===== src/rtl/risc_prog_loader.sv =====
// Streams a 16-bit program image into the core's memory from address 0 and holds
// the core in reset until the load completes. Optional macro LOADER_CLEAR_EN zero-fills memory first.
module risc_prog_loader #(
    parameter int ADDR_W = 8
) (
    input  logic              clk_i,
    input  logic              rst_ni,
    input  logic              start_i,
    input  logic              s_valid_i,
    input  logic [15:0]       s_data_i,
    input  logic              s_last_i,
    output logic              s_ready_o,
    output logic              mem_we_o,
    output logic [ADDR_W-1:0] mem_addr_o,
    output logic [15:0]       mem_wdata_o,
    output logic              cpu_rst_no,
    output logic              done_o,
    output logic              err_o,
    output logic [ADDR_W:0]   word_cnt_o,
    output logic [15:0]       csum_o
);

`ifdef LOADER_CLEAR_EN
    typedef enum logic [2:0] {ST_IDLE, ST_CLEAR, ST_LOAD, ST_FLUSH, ST_DONE, ST_ERR} state_e;
`else
    typedef enum logic [2:0] {ST_IDLE, ST_LOAD, ST_FLUSH, ST_DONE, ST_ERR} state_e;
`endif

    localparam logic [ADDR_W:0] LAST_SLOT = {1'b0, {ADDR_W{1'b1}}};

    state_e            state_q;
    logic              mem_we_q;
    logic [ADDR_W-1:0] mem_addr_q;
    logic [15:0]       mem_wdata_q;
    logic              cpu_rst_n_q;
    logic              done_q;
    logic              err_q;
    logic [ADDR_W:0]   word_cnt_q;
    logic [15:0]       csum_q;
`ifdef LOADER_CLEAR_EN
    logic [ADDR_W-1:0] clr_addr_q;
`endif

    logic            accept_d;
    logic [ADDR_W:0] word_cnt_d;
    logic [15:0]     csum_d;

    // Ready is a pure state decode, so there is no path from s_valid_i to s_ready_o.
    assign s_ready_o = (state_q == ST_LOAD);

    always_comb begin
        accept_d   = s_ready_o & s_valid_i;
        word_cnt_d = word_cnt_q + (ADDR_W+1)'(1);
        csum_d     = csum_q + s_data_i;
    end

    always_ff @(posedge clk_i or negedge rst_ni) begin
        if (!rst_ni) begin
            state_q     <= ST_IDLE;
            mem_we_q    <= 1'b0;
            mem_addr_q  <= '0;
            mem_wdata_q <= '0;
            cpu_rst_n_q <= 1'b0;
            done_q      <= 1'b0;
            err_q       <= 1'b0;
            word_cnt_q  <= '0;
            csum_q      <= '0;
`ifdef LOADER_CLEAR_EN
            clr_addr_q  <= '0;
`endif
        end else begin
            mem_we_q <= 1'b0;
            case (state_q)
                ST_IDLE, ST_DONE, ST_ERR: begin
                    if (start_i) begin
                        word_cnt_q  <= '0;
                        csum_q      <= '0;
                        done_q      <= 1'b0;
                        err_q       <= 1'b0;
                        cpu_rst_n_q <= 1'b0;
`ifdef LOADER_CLEAR_EN
                        clr_addr_q  <= '0;
                        state_q     <= ST_CLEAR;
`else
                        state_q     <= ST_LOAD;
`endif
                    end
                end
`ifdef LOADER_CLEAR_EN
                ST_CLEAR: begin
                    mem_we_q    <= 1'b1;
                    mem_addr_q  <= clr_addr_q;
                    mem_wdata_q <= '0;
                    clr_addr_q  <= clr_addr_q + ADDR_W'(1);
                    if (clr_addr_q == {ADDR_W{1'b1}}) begin
                        state_q <= ST_LOAD;
                    end
                end
`endif
                ST_LOAD: begin
                    if (accept_d) begin
                        mem_we_q    <= 1'b1;
                        mem_addr_q  <= word_cnt_q[ADDR_W-1:0];
                        mem_wdata_q <= s_data_i;
                        word_cnt_q  <= word_cnt_d;
                        csum_q      <= csum_d;
                        // Last word wins over overflow when both land on the top slot.
                        if (s_last_i) begin
                            state_q <= ST_FLUSH;
                        end else if (word_cnt_q == LAST_SLOT) begin
                            err_q   <= 1'b1;
                            state_q <= ST_ERR;
                        end
                    end
                end
                ST_FLUSH: begin
                    done_q      <= 1'b1;
                    cpu_rst_n_q <= 1'b1;
                    state_q     <= ST_DONE;
                end
                default: state_q <= ST_IDLE;
            endcase
        end
    end

    assign mem_we_o    = mem_we_q;
    assign mem_addr_o  = mem_addr_q;
    assign mem_wdata_o = mem_wdata_q;
    assign cpu_rst_no  = cpu_rst_n_q;
    assign done_o      = done_q;
    assign err_o       = err_q;
    assign word_cnt_o  = word_cnt_q;
    assign csum_o      = csum_q;

endmodule


===== config.mk =====
export PLATFORM = sky130hd
export DESIGN_NAME = risc_prog_loader
export DESIGN_NICKNAME = d
export VERILOG_FILES = /design/src/rtl/risc_prog_loader.sv
export SDC_FILE = /design/constraint.sdc
export NUM_CORES = 1
export LEC_CHECK = 0
export BUFFER_PORTS_ARGS = -buffer_cell sky130_fd_sc_hd__buf_2
export CAP_MARGIN = 25
export CORE_UTILIZATION = 48
export DETAILED_ROUTE_END_ITERATION = 8
export GPL_ROUTABILITY_DRIVEN = 0
export PLACE_DENSITY = 0.83
export SLEW_MARGIN = 20
export SYNTH_ARGS = -nofsm -noshare
export SYNTH_HDL_FRONTEND = slang
export SYNTH_SLANG_ARGS = --single-unit
export TNS_END_PERCENT = 10

===== constraint.sdc =====
create_clock -name clk_i -period 2.3 [get_ports clk_i]
set_clock_uncertainty 0.05 [all_clocks]
set_input_delay 0.46 -clock clk_i [delete_from_list [all_inputs] [get_ports clk_i]]
set_output_delay 0.46 -clock clk_i [all_outputs]
set_load 0.03 [all_outputs]

==> impl_table.tex <==
\begin{tabular}{lr}
\hline
Metric & Value \\
\hline
\multicolumn{2}{l}{\textbf{STA}} \\
\quad Time the worst path needs with I/O delays and setup & 2.355 ns \\
\quad Setup WS post-layout & -0.05536 ns \\
\quad Pin slew with the least headroom to its limit & 0.6937 ns \\
\quad Final period util & 1.024 \\
\quad Highest attainable clock frequency & 0.4246 GHz \\
\quad Final number of setup-violating endpoints & 2 \\
\quad RSZ-0062 raised after global routing & yes \\
\quad Max\_slew headroom & 0.5375 \\
\quad Accumulated negative setup slack & -0.07105 ns \\
\quad Final Max Tran Viols & 0 \\
\quad Number of endpoints with negative hold slack in the final report & 0 \\
\multicolumn{2}{l}{\textbf{Die}} \\
\quad Std-Cell Core Area & 0.005642 mm2 \\
\quad Starting utilization of the core area & 0.5094 \\
\quad Die height & 79.38 um \\
\quad Area of the die & 0.006301 mm2 \\
\quad Die outline width & 79.38 um \\
\quad Placement row count & 27 \\
\quad Boundary pin count & 75 \\
\multicolumn{2}{l}{\textbf{Logic synthesis}} \\
\quad Number of warnings issued by yosys & 0 \\
\quad Cell type contributing the most total cell area after synthesis & sky130\_fd\_sc\_hd\_\_dfrtp\_1 \\
\quad Leading register cell type out of synthesis & sky130\_fd\_sc\_hd\_\_dfrtp\_1 \\
\quad Most numerous cell types in the synthesized netlist & 100 x sky130\_fd\_sc\_hd\_\_nand2\_1, 55 x sky130\_fd\_sc\_hd\_\_dfrtp\_1, 20 x sky130\_fd\_sc\_hd\_\_o21ai\_0 \\
\quad Mean area per synthesized cell & 9.009 um2 \\
\quad Flop and latch count out of synthesis & 55 \\
\quad Post-synthesis cell type count & 42 \\
\quad Number of enable-type register cells in the synthesized netlist & 0 \\
\quad Post-synthesis sequential area ratio & 0.4789 \\
\quad Most instantiated library cell after synthesis & sky130\_fd\_sc\_hd\_\_nand2\_1 \\
\quad Top post-synthesis cells by area & sky130\_fd\_sc\_hd\_\_dfrtp\_1 48\%, sky130\_fd\_sc\_hd\_\_nand2\_1 13\%, sky130\_fd\_sc\_hd\_\_ha\_1 7.4\% \\
\quad Mapped Cells & 319 \\
\quad Fraction of synthesis flops using an asynchronous set or reset pin & 1.000 \\
\quad Cell area after technology mapping & 0.002874 mm2 \\
\quad Net Count, Synth & 358 \\
\quad Share of Yosys cell area claimed by the top area cell type & 0.4789 \\
\multicolumn{2}{l}{\textbf{Placement}} \\
\quad Total half-perimeter wirelength after legalization and detailed placement & 4.994 mm \\
\quad Setup slack at placement & -0.3205 ns \\
\quad IO Port Bufs & 74 \\
\multicolumn{2}{l}{\textbf{Min path}} \\
\quad Hold/Removal Path Class & in2async \\
\multicolumn{2}{l}{\textbf{GRT}} \\
\quad Initial antenna violation count & 0 \\
\quad Number of global-route vias before repair & 2597 \\
\quad All-Layer GR Usage & 0.2360 \\
\quad Wire length of the first global-routing pass & 11.65 mm \\
\quad Largest net degree at the start of global routing & 56 \\
\quad Total overflow reported by the global router & 0 \\
\multicolumn{2}{l}{\textbf{Detailed routing}} \\
\quad Pre-antenna DRT Iters & 4 \\
\quad Remaining routing DRC violations & 0 \\
\quad Post-DR wirelength/cell & 14.30 um \\
\quad Count of antenna-violating nets left after detailed routing & 0 \\
\quad DR vias & 2618 \\
\quad DRC violation total after the first TritonRoute iteration & 108 \\
\quad Vias/cell & 5.420 \\
\quad Total wire length & 6.907 mm \\
\multicolumn{2}{l}{\textbf{Critical path}} \\
\quad Number of logic stages on the critical path including buffering & 10 \\
\quad Cell family with most CP delay & compound AO/OA/AOI/OAI gates \\
\quad Capture instance of the worst register-to-register path & csum\_o[12] \\
\quad Kind of critical path & reg2reg \\
\quad Launching element type of the critical path & register \\
\quad Critical path buffers and inverters & 1 \\
\quad Crit-path cells & ha\_4 > inv\_2 > fa\_2 > nor2b\_2 > o31a\_2 > o31ai\_4 > a21oi\_4 > a221oi\_2 > xor2\_1 > o21ai\_1 \\
\quad Type of destination of the critical path & register \\
\quad Max Fanout on Critical Path & 3 \\
\quad Crit-path slowest cell & sky130\_fd\_sc\_hd\_\_dfrtp\_2 \\
\quad Crit. Startpoint & csum\_o[0] \\
\quad Endpoint of the most critical setup path & csum\_o[12] \\
\quad Launch point of the worst reg-to-reg path & csum\_o[0] \\
\quad Cell depth of the worst flop-to-flop path & 10 \\
\quad Worst endpoint required time & 2.46 ns \\
\quad WP data arrival & 2.51 ns \\
\quad Max incr delay on CP & 0.44 ns \\
\quad Worst R2R Setup Slack & -0.06 ns \\
\multicolumn{2}{l}{\textbf{Clock tree}} \\
\quad TritonCTS clock tree & built \\
\quad Maximum buffer depth of the clock tree & 2 \\
\quad Clock insertion delay at the later pin of the skew report & 0.32 ns \\
\quad TritonCTS Buffers & 5 \\
\quad Post-cts hold buffer count & 0 \\
\quad Clock-pin slew on the worst setup and hold paths & 0.11 ns \\
\quad CTS HTree Levels & 2 \\
\quad CTS sink cnt & 55 \\
\quad CTS Root Buffer Type & sky130\_fd\_sc\_hd\_\_clkbuf\_8 \\
\multicolumn{2}{l}{\textbf{Final layout}} \\
\quad Layout net count & 449 \\
\quad Antenna diode instance count & 0 \\
\quad Number of inserted filler cells in the final layout & 493 \\
\quad Share of final-layout standard cells stronger than drive strength 1 & 0.3090 \\
\quad Area growth from synthesis to layout & 26.34\% \\
\multicolumn{2}{l}{\textbf{Pwr}} \\
\quad Max VDD drop & 0.7281 mV \\
\quad Leakage power summed over all cells & 0.001922 uW \\
\quad Power density over cell area & 1311 mW/mm2 \\
\multicolumn{2}{l}{\textbf{Run status}} \\
\quad Violated checks & setup timing \\
\quad Status & finished, violations left \\
\multicolumn{2}{l}{\textbf{Job}} \\
\quad Max-capacitance violation count & 0 \\
\hline
\end{tabular}
-- power by group --
group / internal [uW] / switching (uW) / leakage [uW] / total, uW
Sequential: 1280 / 244 / 0.000711 / 1530
Clock: 247 / 331 / 0.0000474 / 577
Combinational: 956 / 1700 / 0.00116 / 2660
-- logic make-up (layout without fill, tap and decap cells) --
kind of cell / count (synthesis) / in the layout / share of synthesized area
AO/OA/AOI/OAI: 73 / 73 / 0.1720
buffers and inverters: 22 / 114 / 0.03178
flip-flops: 55 / 55 / 0.4789
adder cells (fa/ha/maj): 18 / 18 / 0.08097
multiplexers: 1 / 1 / 0.003483
AND/OR/NAND/NOR: 136 / 136 / 0.1903
XOR/XNOR: 14 / 14 / 0.04267
-- worst min path at each step --
stage,start,end,depth (start not counted)
after floorplan,rst_ni,csum_o[0],0
after global placement,mem_wdata_o[8],mem_wdata_o[8],2
after detailed placement,mem_wdata_o[6],mem_wdata_o[6],2
after CTS,rst_ni,mem_wdata_o[6],2
after global routing,rst_ni,csum_o[8],2
final,rst_ni,mem_wdata_o[8],2
-- flip-flops by register name, indices dropped and copies added, names as in the netlist --
| name | flops |
|---|---|
| err_o | 1 |
| state_q | 3 |
| mem_wdata_o | 16 |
| mem_addr_o | 8 |
| word_cnt_o | 9 |
| csum_o | 16 |
| done_o | 1 |
| mem_we_o | 1 |
-- layout by cell type (no fill, tap or decap), drive strengths merged, types with 2 or more instances in the layout --
cell and instances:
a211oi 2, a21o 6, a21oi 12, a22o 2
a311oi 2, a31oi 3, a32o 2, buf 98
clkbuf 6, dfrtp 55, ha 17, inv 8
nand2 100, nand2b 2, nand3 5, nor2 17
nor2b 3, nor3 4, o211ai 2, o21a 6
o21ai 26, o22ai 2, o41ai 2, or3 3
xnor2 7, xor2 7
-- metal layers --
metal  global-route usage  part of all wire  up-vias
met4              0.05636            0.0093        0
li1                     -                 -     1272
met5                    0                 0        -
met3              0.04114             0.041        7
met2               0.4284              0.51       83
met1               0.2894              0.44     1256
-- cell type report --
class | instances | area (um2) | area share
clock buffers | 6 | 82.58 | 0.02274
clock inverters | 2 | 16.27 | 0.004480
inverters | 8 | 30.03 | 0.008270
multi-input cells | 242 | 1480 | 0.4077
flip-flops and latches | 55 | 1381 | 0.3804
well taps | 72 | 90.09 | 0.02481
repair buffers | 98 | 550.5 | 0.1516
-- stage by stage --
step / total power (uW) / hold slack [ns] / area (um2) / std cells / util
5_1_grt: 5117 / 0.2940 / 3631 / 483 / 0.6436
3_5_place_dp: 4081 / 0.4075 / 3436 / 472 / 0.6090
4_1_cts: 4679 / 0.2470 / 3547 / 480 / 0.6287
3_3_place_gp: 4000 / 0.4037 / 3436 / 472 / 0.6090
6_report: 4762 / 0.2161 / 3631 / 483 / 0.6436
2_1_floorplan: 3280 / 0.1144 / 2879 / 319 / -
-- repair_timing --
action	4_1_cts	5_1_grt
hold endpoints to repair	0	0
gates resized for setup	2	10
setup buffers	0	3
pin swaps	1	10
endpoints found under the setup margin	3	4
-- worst register-to-register path, stage by stage, from the launching register on --
cell,delay [ns]
sky130_fd_sc_hd__dfrtp_2,0.44
sky130_fd_sc_hd__ha_4,0.17
sky130_fd_sc_hd__inv_2,0.05
sky130_fd_sc_hd__fa_2,0.20
sky130_fd_sc_hd__nor2b_2,0.05
sky130_fd_sc_hd__o31a_2,0.32
sky130_fd_sc_hd__o31ai_4,0.35
sky130_fd_sc_hd__a21oi_4,0.12
sky130_fd_sc_hd__a221oi_2,0.26
sky130_fd_sc_hd__xor2_1,0.18
sky130_fd_sc_hd__o21ai_1,0.07
Power figures use the tool's default switching activity.
